## config.mk

```make
export PLATFORM = sky130hd
export DESIGN_NAME = note_sequencer
export DESIGN_NICKNAME = d
export VERILOG_FILES = /design/src/rtl/canon_pkg.sv /design/src/rtl/song_rom.sv /design/src/rtl/note_sequencer.sv
export SDC_FILE = /design/constraint.sdc
export NUM_CORES = 1
export LEC_CHECK = 0
export ABC_CLOCK_PERIOD_IN_PS = 8400
export CORE_ASPECT_RATIO = 1.4
export CORE_UTILIZATION = 37
export DETAILED_ROUTE_END_ITERATION = 10
export HOLD_SLACK_MARGIN = 0.12
export PLACE_DENSITY = 0.64
export SETUP_SLACK_MARGIN = 0.02
export SYNTH_ARGS = -nofsm -noshare
export SYNTH_HDL_FRONTEND = slang
export SYNTH_SLANG_ARGS = --single-unit
```

## constraint.sdc

```tcl
create_clock -name clk -period 8.4 [get_ports clk]
set_clock_uncertainty 0.2 [all_clocks]
set_input_delay 1.68 -clock clk [delete_from_list [all_inputs] [get_ports clk]]
set_output_delay 1.68 -clock clk [all_outputs]
set_load 0.01 [all_outputs]
```

## src/rtl/canon_pkg.sv

```systemverilog
// Shared types, state encoding, tone period table and song contents for the note sequencer.
// Period values are tone half-periods at a 12 MHz clock; pitch p is MIDI note 44+p (p=25 is A4).
package canon_pkg;

    typedef logic [5:0] pitch_t;
    typedef logic [3:0] dur_t;

    typedef struct packed {
        pitch_t pitch;
        dur_t   dur;
    } note_t;

    typedef enum logic [1:0] {
        S_IDLE  = 2'd0,
        S_FETCH = 2'd1,
        S_ISSUE = 2'd2,
        S_PLAY  = 2'd3
    } state_t;

    localparam logic [15:0] PERIOD_LUT [64] = '{
        16'd0,
        16'd54545, 16'd51484, 16'd48594, 16'd45867, 16'd43293, 16'd40863,
        16'd38569, 16'd36404, 16'd34361, 16'd32433, 16'd30613, 16'd28894,
        16'd27273, 16'd25742, 16'd24297, 16'd22933, 16'd21646, 16'd20431,
        16'd19285, 16'd18202, 16'd17181, 16'd16216, 16'd15306, 16'd14447,
        16'd13636, 16'd12871, 16'd12148, 16'd11466, 16'd10823, 16'd10215,
        16'd9642,  16'd9101,  16'd8590,  16'd8108,  16'd7653,  16'd7224,
        16'd6818,  16'd6435,  16'd6074,  16'd5733,  16'd5411,  16'd5108,
        16'd4821,  16'd4550,  16'd4295,  16'd4054,  16'd3826,  16'd3612,
        16'd3409,  16'd3218,  16'd3037,  16'd2867,  16'd2706,  16'd2554,
        16'd2411,  16'd2275,  16'd2148,  16'd2027,  16'd1913,  16'd1806,
        16'd1705,  16'd1609,  16'd1519
    };

    // Song contents: a short opening phrase, then a rising filler pattern.
    function automatic note_t song_entry(input logic [5:0] addr);
        note_t n;
        case (addr)
            6'd0:    n = '{pitch: 6'd25, dur: 4'd1};
            6'd1:    n = '{pitch: 6'd0,  dur: 4'd3};
            6'd2:    n = '{pitch: 6'd29, dur: 4'd0};
            6'd3:    n = '{pitch: 6'd32, dur: 4'd2};
            default: n = '{pitch: addr + 6'd10, dur: {2'b00, addr[1:0]}};
        endcase
        return n;
    endfunction

endpackage

```

## src/rtl/song_rom.sv

```systemverilog
// Song ROM: one note per address, registered read with one cycle of latency.
module song_rom
    import canon_pkg::*;
(
    input  logic       clk,
    input  logic [5:0] addr,
    output note_t      data
);

    note_t data_q;
    note_t data_d;

    always_comb begin
        data_d = song_entry(addr);
    end

    // No reset so the table can map onto block RAM.
    always_ff @(posedge clk) begin
        data_q <= data_d;
    end

    assign data = data_q;

endmodule

```

## src/rtl/note_sequencer.sv

```systemverilog
// Note sequencer: walks the song ROM, hands each tone period to the tone generator and times notes.
// Optional macro NOTE_GAP_EN silences the gate during the final tick of multi-tick notes.
module note_sequencer
    import canon_pkg::*;
#(
    parameter int TICK_DIV = 1500000,
    parameter int SONG_LEN = 64,
    parameter int LOOP     = 1
) (
    input  logic        clk,
    input  logic        rst,
    input  logic        start,
    input  logic        stop,
    output logic [15:0] period,
    output logic        period_valid,
    input  logic        period_ready,
    output logic        gate,
    output logic        busy,
    output logic [5:0]  note_idx,
    output logic        done
);

    localparam int TW = (TICK_DIV > 1) ? $clog2(TICK_DIV) : 1;
    localparam logic [TW-1:0] TICK_LAST = TW'(TICK_DIV - 1);
    localparam logic [5:0]    IDX_LAST  = 6'(SONG_LEN - 1);

    state_t          state_q, state_d;
    logic [5:0]      note_idx_q, note_idx_d;
    logic [TW-1:0]   tick_q, tick_d;
    logic [4:0]      remain_q, remain_d;
    dur_t            dur_q, dur_d;
    logic            rest_q, rest_d;
    logic [15:0]     period_q, period_d;
    logic            period_valid_q, period_valid_d;
    logic            gate_q, gate_d;
    logic            busy_q, busy_d;
    logic            done_q, done_d;
    note_t           rom_note;

    // Addressing with the next index makes the entry available during FETCH,
    // so the period can be registered on the FETCH -> ISSUE edge.
    song_rom u_song_rom (
        .clk  (clk),
        .addr (note_idx_d),
        .data (rom_note)
    );

    always_comb begin
        state_d        = state_q;
        note_idx_d     = note_idx_q;
        tick_d         = tick_q;
        remain_d       = remain_q;
        dur_d          = dur_q;
        rest_d         = rest_q;
        period_d       = period_q;
        period_valid_d = period_valid_q;
        gate_d         = gate_q;
        done_d         = 1'b0;

        if (stop) begin
            state_d        = S_IDLE;
            note_idx_d     = '0;
            tick_d         = '0;
            remain_d       = '0;
            period_valid_d = 1'b0;
            gate_d         = 1'b0;
        end else begin
            case (state_q)
                S_IDLE: begin
                    if (start) begin
                        state_d = S_FETCH;
                    end
                end
                S_FETCH: begin
                    period_d       = PERIOD_LUT[rom_note.pitch];
                    dur_d          = rom_note.dur;
                    rest_d         = (rom_note.pitch == '0);
                    period_valid_d = 1'b1;
                    state_d        = S_ISSUE;
                end
                S_ISSUE: begin
                    if (period_ready) begin
                        period_valid_d = 1'b0;
                        tick_d         = '0;
                        remain_d       = {1'b0, dur_q} + 5'd1;
                        gate_d         = !rest_q;
                        state_d        = S_PLAY;
                    end
                end
                S_PLAY: begin
                    if (tick_q == TICK_LAST) begin
                        tick_d   = '0;
                        remain_d = remain_q - 5'd1;
`ifdef NOTE_GAP_EN
                        if (remain_q == 5'd2) begin
                            gate_d = 1'b0;
                        end
`endif
                        if (remain_q == 5'd1) begin
                            gate_d   = 1'b0;
                            remain_d = '0;
                            if (note_idx_q != IDX_LAST) begin
                                note_idx_d = note_idx_q + 6'd1;
                                state_d    = S_FETCH;
                            end else if (LOOP != 0) begin
                                note_idx_d = '0;
                                state_d    = S_FETCH;
                            end else begin
                                note_idx_d = '0;
                                done_d     = 1'b1;
                                state_d    = S_IDLE;
                            end
                        end
                    end else begin
                        tick_d = tick_q + TW'(1);
                    end
                end
                default: state_d = S_IDLE;
            endcase
        end

        busy_d = (state_d != S_IDLE);
    end

    always_ff @(posedge clk or posedge rst) begin
        if (rst) begin
            state_q        <= S_IDLE;
            note_idx_q     <= '0;
            tick_q         <= '0;
            remain_q       <= '0;
            dur_q          <= '0;
            rest_q         <= 1'b0;
            period_q       <= '0;
            period_valid_q <= 1'b0;
            gate_q         <= 1'b0;
            busy_q         <= 1'b0;
            done_q         <= 1'b0;
        end else begin
            state_q        <= state_d;
            note_idx_q     <= note_idx_d;
            tick_q         <= tick_d;
            remain_q       <= remain_d;
            dur_q          <= dur_d;
            rest_q         <= rest_d;
            period_q       <= period_d;
            period_valid_q <= period_valid_d;
            gate_q         <= gate_d;
            busy_q         <= busy_d;
            done_q         <= done_d;
        end
    end

    assign period       = period_q;
    assign period_valid = period_valid_q;
    assign gate         = gate_q;
    assign busy         = busy_q;
    assign note_idx     = note_idx_q;
    assign done         = done_q;

endmodule

```

==> results.md <==
Outcome:
- The run finished with clean final reports.

Global routing:
- The number of global-route vias before repair is 3922.
- The largest net degree at the start of global routing is 57.
- The initial antenna violation count is 0.
- The final global-route overflow total is 0.
- The wire length of the first global-routing pass is 19.7 mm.
- The total routing resource utilization after global routing is 0.196.

Clock network:
- The post-CTS repair timing setup buffer count is 0.
- TritonCTS built the clock tree.
- The sink count of the clock tree is 64.
- Gates resized during post-CTS repair numbered 0.
- The buffer cell driving the clock tree root is sky130_fd_sc_hd__clkbuf_16.
- In this run the deepest clock path goes through 2 buffers.
- The latest clock arrival within the worst-skew pair is 0.34 ns.
- The number of buffers created by CTS is 9.
- In this run the number of H-tree levels came out at 3.
- The clock transition time at the flip-flop clock pins of the worst setup and hold paths is 0.06 ns.
- The cts-stage hold buffer count is 0.

Cells and area:
- The final antenna diode count is 0.
- Of the cells placed in the final design, the portion with a size suffix greater than 1 is 0.0881.
- Leaving out fill and tap cells, the most frequent cells in the layout are 56 x sky130_fd_sc_hd__o21ai_0, 56 x sky130_fd_sc_hd__dfrtp_1, 55 x sky130_fd_sc_hd__nand2_1.
- From synthesis to final layout, the design area changed by 14.9%.
- After filler insertion, the fill cell instance count of the layout stands at 1195.
- The final layout net count is 576.

Yosys:
- Yosys mapped a number of flops with a built-in enable equal to 0.
- The proportion of synthesized chip area in sequential cells is 0.340.
- The synthesis warning total is 0.
- Of the total synthesized cell area, the portion taken by full adders, half adders and majority gates is 0.0545.
- After synthesis, the share of cell area in mux cells is 0.0618.
- The post-synthesis simple-gate area fraction is 0.229.
- In the synthesized netlist the async set-or-reset flop fraction comes to 0.875.
- The post-synthesis compound-gate area fraction was 0.237.
- In this run, synthesis produced a sequential element count of 64.
- After technology mapping, the gate count stands at 542.
- The post-synth net total is 567.
- The library cell occupying the most area in the post-synthesis netlist is sky130_fd_sc_hd__dfrtp_1.
- Of the post-synthesis cell area, the dominant cell type holds 0.305.
- The xor-xnor portion of the synthesized cell area is 0.0305.
- In the post-synthesis netlist, the biggest area contributors are sky130_fd_sc_hd__dfrtp_1 30%, sky130_fd_sc_hd__o21ai_0 6.1%, sky130_fd_sc_hd__ha_1 5.4%.
- The dominant register cell in the synthesized netlist is sky130_fd_sc_hd__dfrtp_1.
- The synthesized cell area is 0.00460 mm².
- The largest family of logic cells by synthesized area is compound AO/OA/AOI/OAI gates.
- The average instance area after synthesis is 8.48 µm².
- The unique cell type count in the Yosys netlist is 75.

Timing:
- The number of hold violations in the final report is 0.
- The final setup violation count is 0.
- The minimum clock period after layout is 3.97 ns.
- The number of max-slew violations in the final report was 0.
- Of the available clock period, the critical path in the final layout requires 0.472.
- The worst relative slew slack is 0.225.
- Adding up every negative setup slack in the final design gives 0 ns.
- At the pin with the least slew margin, the transition time is 1.16 ns.
- Setup repair after global routing left no endpoint under its margin.
- Derived from the worst setup path, the maximum achievable clock frequency is 252 MHz.

Worst setup path:
- Among all stages on the critical path, the largest delay is contributed by sky130_fd_sc_hd__nand3_1.
- Traced cell by cell, the critical path runs through clkdlybuf4s50_1 -> buf_4 -> inv_1 -> nand3_1 -> a311oi_1 -> a21o_1.
- The startpoint kind of the worst setup timing path is an input pin.
- The sort of element at the end of the critical path is a flop.
- STA puts the critical path data required time at 8.48 ns.
- The maximum fanout along the worst path is 34.
- The origin of the worst setup path is stop.
- The beginning of the worst register-to-register path is tick_q[0].
- The signal arrival time at the worst endpoint is 4.05 ns.
- The largest single stage delay on the critical path is 0.83 ns.
- The critical path is of the input pin to flop type.

Min path:
- The path class of the tightest hold or removal check is flop to flop.
- In this run the most critical hold path is launched from u_song_rom.data[0].

Routing:
- The count of nets left with antenna violations once routing finished came out at 0.
- Using the TritonRoute via totals, the vias-per-cell ratio works out to 5.73.
- The routed layout has 4029 vias.
- Summed over all layers, the routed wires come to 11.6 mm.
- For this block, the initial DRC count from the detailed router was 186.
- For this run, design rule violations remaining after detail routing come to 0.
- The routed wirelength normalized by instance count is 16.5 µm.
- The first-pass iteration count of the detailed router is 5.

Run:
- Across the run, the number of max-cap violations was 0.

Floorplanning:
- The overall die width is 96.2 µm.
- The initialized floorplan defines 47 standard-cell rows.
- The die covers 0.0129 mm².
- For this configuration, the core starts out at a cell density of 0.385.
- The vertical die dimension is 134 µm.
- In this run the count of I/O pins placed on the die edge is 31.
- The standard cell core area is 0.0119 mm².

Power:
- Overall power consumption after layout is estimated at 799 µW.
- The total power density per cell area is 151 mW/mm².
- The maximum vdd ir drop is 105 µV.
- Summed over all cells, the static leakage comes to 0.00219 µW.

Place:
- The placed wire-length estimate after detailed placement is 8.14 mm.
- At the end of routability-driven placement, the weighted congestion stood at 0.943.
- The number of port buffers is 29.
## cell families (layout without fill, tap and decap cells)
group,Yosys count,after routing
xor+xnor,16,16
mux,22,22
other cells,1,1
compound gates,166,166
buf+inv,54,68
simple gates,199,199
flops,64,64
fa+ha+maj,20,20
## cell type report
| type | count | area, µm² | area share |
|---|---|---|---|
| clock inverters | 7 | 95.1 | 0.0180 |
| inverters | 18 | 67.6 | 0.0128 |
| multi-input cells | 424 | 2820 | 0.534 |
| clock buffers | 9 | 225 | 0.0427 |
| flip-flops and latches | 64 | 1560 | 0.296 |
| well taps | 147 | 184 | 0.0348 |
| repair buffers | 34 | 328 | 0.0621 |
## cell usage after synthesis, types with 8 or more instances
library cell               number
sky130_fd_sc_hd__nand2b_1       8
sky130_fd_sc_hd__nand2_1       55
sky130_fd_sc_hd__ha_1          20
sky130_fd_sc_hd__a21oi_1       39
sky130_fd_sc_hd__inv_1         15
sky130_fd_sc_hd__mux2i_1        9
sky130_fd_sc_hd__nor3_1        16
sky130_fd_sc_hd__o31ai_1        9
sky130_fd_sc_hd__xor2_1        10
sky130_fd_sc_hd__o21ai_0       56
sky130_fd_sc_hd__clkbuf_1      25
sky130_fd_sc_hd__dfrtp_1       56
sky130_fd_sc_hd__dfxtp_1        8
sky130_fd_sc_hd__nor2_1        49
sky130_fd_sc_hd__nor2b_1        9
sky130_fd_sc_hd__nand3_1       15
## critical path, delay by kind of cell
family          cells  cell delay [ns]
buf+inv             3             0.82
compound gates      2             0.70
simple gates        1             0.83
## metal layers
metal,vias up,share of wire,track usage,wire [µm]
met5,-,0,0,0
met4,0,0.039,0.104,457
met3,36,0.036,0.0329,419
met2,106,0.51,0.321,5890
met1,1894,0.42,0.242,4820
li1,1993,-,-,-
## flip-flops by register name (all words and copies together) (netlist names)
register	flops
gate	1
period_valid	1
remain_q	5
busy	1
u_song_rom.data	8
state_q	2
note_idx	6
dur_q	2
period	16
tick_q	21
rest_q	1
## power by group
part / switching (µW) / internal (µW)
registers: 8.04 / 320
clock network: 147 / 260
logic: 34.7 / 29.2
## through the flow
| step | utilization | instance area, µm² | cells | setup slack (ns) | hold WS (ns) |
|---|---|---|---|---|---|
| 2_1_floorplan | - | 4600 | 542 | 4.52 | 0.238 |
| 3_3_place_gp | 0.415 | 4960 | 687 | 4.12 | 0.250 |
| 3_5_place_dp | 0.415 | 4960 | 687 | 4.03 | 0.253 |
| 4_1_cts | 0.442 | 5280 | 703 | 4.39 | 0.263 |
| 5_1_grt | 0.442 | 5280 | 703 | 4.04 | 0.291 |
| 6_report | 0.442 | 5280 | 703 | 4.43 | 0.259 |
## path summary, 6_finish.rpt
kind                                      end  slack [ns]  cells after the start
hold / removal                       dur_q[0]        0.26                      1
setup reg to reg           u_song_rom.data[9]        4.80                      9
max in group asynchronous         remain_q[1]        5.87                      3
hold reg to reg                      dur_q[0]        0.26                      1
setup / recovery                    period[0]        4.43                      6
min in group asynchronous          period[11]        1.67                      3
Power figures use the tool's default switching activity.
